**src/rtl/cl_pkg.sv**
```systemverilog
// Shared types and helpers for the CameraLink frame-capture block.
package cl_pkg;

    localparam int unsigned CNT_W_DEF = 16;

    typedef enum logic [2:0] {
        StIdle,
        StSync,
        StArmed,
        StInFrame,
        StDone
    } cl_state_e;

    // Test-pattern byte: (pixel index + line index) modulo 256.
    function automatic logic [7:0] tp_byte(input logic [7:0] pix, input logic [7:0] line);
        return pix + line;
    endfunction

endpackage

```
**src/rtl/cl_sig_edge.sv**
```systemverilog
// Input register stage for CameraLink qualifiers/data, with FVAL/LVAL edge detection
// against the previous registered value.
module cl_sig_edge (
    input  logic       clk,
    input  logic       rst_n,
    input  logic       fval,
    input  logic       lval,
    input  logic       dval,
    input  logic [7:0] data,
    output logic       fval_r,
    output logic       lval_r,
    output logic       dval_r,
    output logic [7:0] data_r,
    output logic       fval_rise,
    output logic       fval_fall,
    output logic       lval_fall
);

    logic fval_prev;
    logic lval_prev;

    always_ff @(posedge clk or negedge rst_n) begin
        if (!rst_n) begin
            fval_r    <= 1'b0;
            lval_r    <= 1'b0;
            dval_r    <= 1'b0;
            data_r    <= 8'h00;
            fval_prev <= 1'b0;
            lval_prev <= 1'b0;
        end else begin
            fval_r    <= fval;
            lval_r    <= lval;
            dval_r    <= dval;
            data_r    <= data;
            fval_prev <= fval_r;
            lval_prev <= lval_r;
        end
    end

    assign fval_rise = fval_r & ~fval_prev;
    assign fval_fall = ~fval_r & fval_prev;
    assign lval_fall = ~lval_r & lval_prev;

endmodule

```
**src/rtl/cl_frame_capture.sv**
```systemverilog
// CameraLink frame capture: frame lock, crop to exp_width x exp_height, sticky length errors.
// Optional macro CL_TESTPAT_EN adds test_mode, replacing forwarded bytes with a test pattern.
module cl_frame_capture
    import cl_pkg::*;
#(
    parameter int unsigned CNT_W = CNT_W_DEF
) (
    input  logic             rx_clk,
    input  logic             rx_rst_n,
    input  logic             cl_fval,
    input  logic             cl_lval,
    input  logic             cl_dval,
    input  logic [7:0]       cl_data,
    input  logic             capture_en,
    input  logic [CNT_W-1:0] exp_width,
    input  logic [CNT_W-1:0] exp_height,
`ifdef CL_TESTPAT_EN
    input  logic             test_mode,
`endif
    output logic [7:0]       rxdata,
    output logic             rxdataVld,
    output logic             new_frame,
    output logic             frame_done,
    output logic             busy,
    output logic             line_len_err,
    output logic             frame_len_err,
    output logic [CNT_W-1:0] frame_cnt
);

    localparam logic [CNT_W-1:0] CntOne = {{(CNT_W-1){1'b0}}, 1'b1};

    logic       fval_r, lval_r, dval_r;
    logic [7:0] data_r;
    logic       fval_rise, fval_fall, lval_fall;

    cl_sig_edge u_sig_edge (
        .clk       (rx_clk),
        .rst_n     (rx_rst_n),
        .fval      (cl_fval),
        .lval      (cl_lval),
        .dval      (cl_dval),
        .data      (cl_data),
        .fval_r    (fval_r),
        .lval_r    (lval_r),
        .dval_r    (dval_r),
        .data_r    (data_r),
        .fval_rise (fval_rise),
        .fval_fall (fval_fall),
        .lval_fall (lval_fall)
    );

    cl_state_e        state_q;
    logic [CNT_W-1:0] pix_cnt_q;
    logic [CNT_W-1:0] line_cnt_q;
    logic [CNT_W-1:0] exp_w_q;
    logic [CNT_W-1:0] exp_h_q;

    logic             pix_acc;
    logic             line_end;
    logic             fwd;
    logic [CNT_W-1:0] line_cnt_nxt;
    logic [7:0]       fwd_byte;

    // FVAL dropping while LVAL is still high closes the open line in the same cycle.
    assign pix_acc  = (state_q == StInFrame) && fval_r && lval_r && dval_r;
    assign line_end = (state_q == StInFrame) && (lval_fall || (fval_fall && lval_r));
    assign fwd      = pix_acc && (pix_cnt_q < exp_w_q) && (line_cnt_q < exp_h_q);

    always_comb begin
        line_cnt_nxt = line_cnt_q;
        if (line_end && !(&line_cnt_q)) begin
            line_cnt_nxt = line_cnt_q + CntOne;
        end
    end

`ifdef CL_TESTPAT_EN
    assign fwd_byte = test_mode ? tp_byte(pix_cnt_q[7:0], line_cnt_q[7:0]) : data_r;
`else
    assign fwd_byte = data_r;
`endif

    always_ff @(posedge rx_clk or negedge rx_rst_n) begin
        if (!rx_rst_n) begin
            state_q       <= StIdle;
            pix_cnt_q     <= '0;
            line_cnt_q    <= '0;
            exp_w_q       <= '0;
            exp_h_q       <= '0;
            rxdata        <= 8'h00;
            rxdataVld     <= 1'b0;
            new_frame     <= 1'b0;
            frame_done    <= 1'b0;
            busy          <= 1'b0;
            line_len_err  <= 1'b0;
            frame_len_err <= 1'b0;
            frame_cnt     <= '0;
        end else begin
            new_frame  <= 1'b0;
            frame_done <= 1'b0;
            rxdataVld  <= fwd;
            if (fwd) begin
                rxdata <= fwd_byte;
            end
            if (pix_acc && !(&pix_cnt_q)) begin
                pix_cnt_q <= pix_cnt_q + CntOne;
            end
            if (line_end) begin
                if (pix_cnt_q != exp_w_q) begin
                    line_len_err <= 1'b1;
                end
                pix_cnt_q  <= '0;
                line_cnt_q <= line_cnt_nxt;
            end

            unique case (state_q)
                StIdle: begin
                    if (capture_en) state_q <= StSync;
                end
                StSync: begin
                    if (!capture_en)  state_q <= StIdle;
                    else if (!fval_r) state_q <= StArmed;
                end
                StArmed: begin
                    if (!capture_en) begin
                        state_q <= StIdle;
                    end else if (fval_rise) begin
                        state_q       <= StInFrame;
                        new_frame     <= 1'b1;
                        busy          <= 1'b1;
                        pix_cnt_q     <= '0;
                        line_cnt_q    <= '0;
                        exp_w_q       <= exp_width;
                        exp_h_q       <= exp_height;
                        line_len_err  <= 1'b0;
                        frame_len_err <= 1'b0;
                    end
                end
                StInFrame: begin
                    if (fval_fall) begin
                        state_q    <= StDone;
                        frame_done <= 1'b1;
                        frame_cnt  <= frame_cnt + CntOne;
                        if (line_cnt_nxt != exp_h_q) begin
                            frame_len_err <= 1'b1;
                        end
                    end
                end
                StDone: begin
                    busy    <= 1'b0;
                    state_q <= capture_en ? StArmed : StIdle;
                end
                default: state_q <= StIdle;
            endcase
        end
    end

endmodule

```
**config.mk**
```make
export PLATFORM = sky130hd
export DESIGN_NAME = cl_frame_capture
export DESIGN_NICKNAME = d
export VERILOG_FILES = /design/src/rtl/cl_pkg.sv /design/src/rtl/cl_sig_edge.sv /design/src/rtl/cl_frame_capture.sv
export SDC_FILE = /design/constraint.sdc
export NUM_CORES = 1
export LEC_CHECK = 0
export ABC_AREA = 1
export BUFFER_PORTS_ARGS = -buffer_cell sky130_fd_sc_hd__buf_2
export CAP_MARGIN = 20
export CORE_AREA = 2 2 104 106
export CTS_BUF_LIST = sky130_fd_sc_hd__clkbuf_16
export CTS_CLUSTER_SIZE = 16
export DETAILED_ROUTE_END_ITERATION = 8
export DIE_AREA = 0 0 106 108
export PLACE_DENSITY_LB_ADDON = 0.3
export SETUP_SLACK_MARGIN = 0.4
export SYNTH_ARGS = -nofsm -noshare
export SYNTH_HDL_FRONTEND = slang
export SYNTH_SLANG_ARGS = --single-unit
```
**constraint.sdc**
```tcl
create_clock -name rx_clk -period 5.8 [get_ports rx_clk]
set_input_delay 0.87 -clock rx_clk [delete_from_list [all_inputs] [get_ports rx_clk]]
set_output_delay 0.87 -clock rx_clk [all_outputs]
set_load 0.02 [all_outputs]
```
==> metrics.txt <==
# TYPE chip_impl_metric gauge
chip_impl_info{name="result_of_the_run",value="complete, no violations"} 1
chip_impl_metric{name="worst_hold_slack",unit="ps"} 438
chip_impl_info{name="worstSetupStartpointType",value="register"} 1
chip_impl_metric{name="post_synth_fa_ha_maj_area_fraction",unit=""} 0.0703
chip_impl_metric{name="critPathArrivalTime",unit="ps"} 2880
chip_impl_info{name="synth_common_cells",value="nand2_1 (240), dfrtp_1 (110), inv_1 (91)"} 1
chip_impl_metric{name="fin_crit_sh",unit=""} 0.452
chip_impl_metric{name="ys_async_sr_fraction",unit=""} 1.00
chip_impl_metric{name="initial_utilization",unit=""} 0.592
chip_impl_metric{name="cts.hold.buffers_added",unit=""} 0
chip_impl_info{name="yosys_most_used_dff",value="dfrtp_1"} 1
chip_impl_metric{name="fill_cells",unit=""} 876
chip_impl_metric{name="yosys.area_share.simple",unit=""} 0.294
chip_impl_metric{name="synth-seq-cells",unit=""} 110
chip_impl_metric{name="edff_count_synth",unit=""} 0
chip_impl_metric{name="drt_pass1_iterations",unit=""} 5
chip_impl_metric{name="area.growth.synth_to_final",unit="%"} 13.0
chip_impl_metric{name="worst_skew_pair.late_latency",unit="ps"} 360
chip_impl_metric{name="syn-num-nets",unit=""} 855
chip_impl_info{name="worst_path_most_repeated_cell",value="nand2_1"} 1
chip_impl_metric{name="max_ir_drop_vdd",unit="mV"} 0.330
chip_impl_metric{name="post-dp-hpwl",unit="µm"} 10300
chip_impl_info{name="worst_setup_path_end_kind",value="register"} 1
chip_impl_info{name="min-delay-path-class",value="reg -> reg"} 1
chip_impl_info{name="grt_busiest_layer",value="met2"} 1
chip_impl_metric{name="critical_path_buf_inv_count",unit=""} 2
chip_impl_metric{name="synth_top_cell_area_share",unit=""} 0.455
chip_impl_info{name="cts-root-buf",value="clkbuf_16"} 1
chip_impl_info{name="synth_largest_area_cell",value="dfrtp_1"} 1
chip_impl_metric{name="synth.mux.area_fraction",unit=""} 0
chip_impl_metric{name="antennaDiodeCount",unit=""} 0
chip_impl_metric{name="routabilityCongestion",unit=""} 0.963
chip_impl_metric{name="fp.dieH",unit="µm"} 108
chip_impl_metric{name="finalSetupViolations",unit=""} 0
chip_impl_metric{name="powerDensity",unit="nW/µm²"} 449
chip_impl_info{name="critical_path_s_top_delay_family",value="simple AND/OR/NAND/NOR gates"} 1
chip_impl_metric{name="first_pass_grt_wire_length",unit="µm"} 24200
chip_impl_info{name="synth_most_common_cell",value="nand2_1"} 1
chip_impl_info{name="worst_setup_path_class",value="reg -> reg"} 1
chip_impl_metric{name="clock-sinks",unit=""} 110
chip_impl_metric{name="floorplan.io_pins",unit=""} 76
chip_impl_metric{name="syn_inst",unit=""} 775
chip_impl_metric{name="grt_start_max_net_pins",unit=""} 83
chip_impl_metric{name="gr-usage-all-layers",unit=""} 0.266
chip_impl_metric{name="power.static_leakage",unit="nW"} 3.65
chip_impl_metric{name="vias_per_cell",unit=""} 5.38
chip_impl_metric{name="num_rows",unit=""} 37
chip_impl_metric{name="post_cts_resized",unit=""} 0
chip_impl_info{name="slowest_stage",value="nor2_1"} 1
chip_impl_metric{name="antenna_violations_before_repair",unit=""} 0
chip_impl_metric{name="crit_fanout",unit=""} 15
chip_impl_metric{name="globalRouteMet2Util",unit=""} 0.437
chip_impl_metric{name="fmaxAchievable",unit="MHz"} 381
chip_impl_metric{name="timing_hold_violations_final",unit=""} 0
chip_impl_info{name="cts_tree",value="built"} 1
chip_impl_metric{name="synth_compound_gate_area_share",unit=""} 0.0765
chip_impl_metric{name="num-nets-final",unit=""} 932
chip_impl_metric{name="residual_antenna_violating_net_count_after_detailed_routing",unit=""} 0
chip_impl_metric{name="final_max_slew_viol_count",unit=""} 0
chip_impl_metric{name="wirelength",unit="µm"} 14100
chip_impl_metric{name="gr-total-overflow",unit=""} 0
chip_impl_metric{name="slew_headroom",unit=""} 0.451
chip_impl_metric{name="post_dp_cell_area",unit="µm²"} 6570
chip_impl_metric{name="shortest_clock_period_the_worst_path_allows_after_layout",unit="ps"} 2620
chip_impl_metric{name="cts_setup_buffers",unit=""} 0
chip_impl_metric{name="required_time_of_the_critical_path",unit="ps"} 6060
chip_impl_metric{name="netlist-cell-type-count",unit=""} 32
chip_impl_metric{name="finClkSkew",unit="ps"} 12.4
chip_impl_metric{name="cpPeakStageDelay",unit="ps"} 660
chip_impl_metric{name="cts-buffers-inserted",unit=""} 9
chip_impl_info{name="rsz0062_at_grt",value="no"} 1
chip_impl_metric{name="tightest_slew",unit="ps"} 823
chip_impl_metric{name="io_buffer_count",unit=""} 75
chip_impl_metric{name="floorplan.die.width",unit="µm"} 106
chip_impl_metric{name="clock_edge_transition_at_the_registers_on_the_reported_setup_and_hold_paths",unit="ps"} 80
chip_impl_metric{name="number_of_global_route_vias_before_repair",unit=""} 5134
chip_impl_info{name="synth_top_family_by_area",value="simple AND/OR/NAND/NOR gates"} 1
chip_impl_info{name="leading_post_synthesis_cells_by_cell_area",value="dfrtp_1 (45%), nand2_1 (15%), ha_1 (7.0%)"} 1
chip_impl_metric{name="yosys_warnings",unit=""} 0
chip_impl_metric{name="design.die.area",unit="µm²"} 11400
chip_impl_info{name="crit_chain",value="inv_1 > nand3_4 > inv_1 > nand2_2 > nor2_1 > nand2_1 > nand3_1 > nand2_1 > nor2_1 > nand2_1 > nor2_1 > nand2_1 > nand2_1 > nand2_1"} 1
chip_impl_metric{name="number_of_buffers_on_the_longest_clock_path",unit=""} 2
chip_impl_metric{name="drv.max_cap_violation_count",unit=""} 0
chip_impl_metric{name="combined_area_of_all_synthesized_cells",unit="µm²"} 6050
chip_impl_metric{name="post_drt_wl_per_cell",unit="µm"} 14.2
chip_impl_metric{name="gr-usage-met3",unit=""} 0.0603
chip_impl_metric{name="postLayoutCellArea",unit="µm²"} 6840
chip_impl_metric{name="h-tree-depth",unit=""} 3
chip_impl_metric{name="dr.first_iter.drc_count",unit=""} 395
chip_impl_metric{name="detail_route.drc_violations",unit=""} 0
chip_impl_metric{name="use_met1",unit=""} 0.354
chip_impl_metric{name="seq_area_frac_synth",unit=""} 0.455
chip_impl_metric{name="setup_total_negative_slack",unit="ps"} 0
chip_impl_metric{name="syn_avg_cell_area",unit="µm²"} 7.81
chip_impl_metric{name="core_area",unit="µm²"} 10200
chip_impl_metric{name="synth-xor-area-share",unit=""} 0.0391
chip_impl_metric{name="drive_above_1_share",unit=""} 0.126
chip_impl_metric{name="vias",unit=""} 5339
area by class of cell:
cell class / instances / area (µm²) / share of cell area
multi-input combinational: 562 / 2900 / 0.425
tap: 136 / 170 / 0.0249
clock inverter: 7 / 50.0 / 0.00732
sequential: 110 / 2750 / 0.402
clock buffer: 9 / 225 / 0.0329
timing repair buffer: 77 / 393 / 0.0574
inverter: 92 / 345 / 0.0505
layer usage:
layer / wire length, µm / part of all wire
met1: 6370 / 0.45
met2: 6680 / 0.47
met3: 849 / 0.060
met5: 0 / 0
met4: 214 / 0.015
flip-flops by register name (all words and copies together), names as in the netlist, 3 cells and up:
register,cells
exp_w_q,16
u_sig_edge.data_r,8
rxdata,8
line_cnt_q,16
pix_cnt_q,16
frame_cnt,16
state_q,3
exp_h_q,16
stage by stage:
step	instances	util	worst slack, ps	power [mW]
floorplan	775	-	3910	2.11
global placement	977	0.642	3350	2.40
detailed placement	977	0.642	3230	2.48
CTS	993	0.669	3230	3.07
global route	993	0.669	2850	3.34
finish	993	0.669	3180	3.07
final timing paths:
kind	start	end	slack (ps)	cells after the start
max	state_q[2]	frame_len_err	3180	14
min	u_sig_edge.fval_r	u_sig_edge.fval_prev	440	0
max reg2reg	state_q[2]	frame_len_err	3180	14
min reg2reg	u_sig_edge.fval_r	u_sig_edge.fval_prev	440	0
max in group asynchronous	rx_rst_n	state_q[1]	4060	2
min in group asynchronous	rx_rst_n	pix_cnt_q[14]	500	1
cell families after synthesis:
kind of cell,count (synthesis)
compound gates,86
xor+xnor,27
fa+ha+maj,34
buf+inv,103
flops,110
simple gates,415
worst register-to-register path: stages, from the launching register on:
cell     delay [ps]
dfrtp_1         420
inv_1           150
nand3_4         150
inv_1           120
nand2_2         200
nor2_1          660
nand2_1         230
nand3_1         140
nand2_1          60
nor2_1           90
nand2_1          60
nor2_1          100
nand2_1          60
nand2_1          50
nand2_1          40
cells in the final DEF (no fill, tap or decap), types with 6 or more instances in the layout:
cell type and instances:
xor2_1 13, a21oi_1 30, nand2_1 240, nand4_1 14
nand3_1 54, xnor2_1 14, o21ai_0 45, clkbuf_16 9
inv_1 91, nor3_1 6, dfrtp_1 110, ha_1 34
nor2_1 83, buf_2 74
where the power goes:
| part | total [mW] | leakage, nW | switching (mW) | internal [mW] |
|---|---|---|---|---|
| Clock | 0.586 | 0.141 | 0.292 | 0.294 |
| Sequential | 1.25 | 1.37 | 0.240 | 1.01 |
| Combinational | 1.23 | 2.14 | 0.778 | 0.457 |
Note: power is estimated with default switching activity, not from simulation.
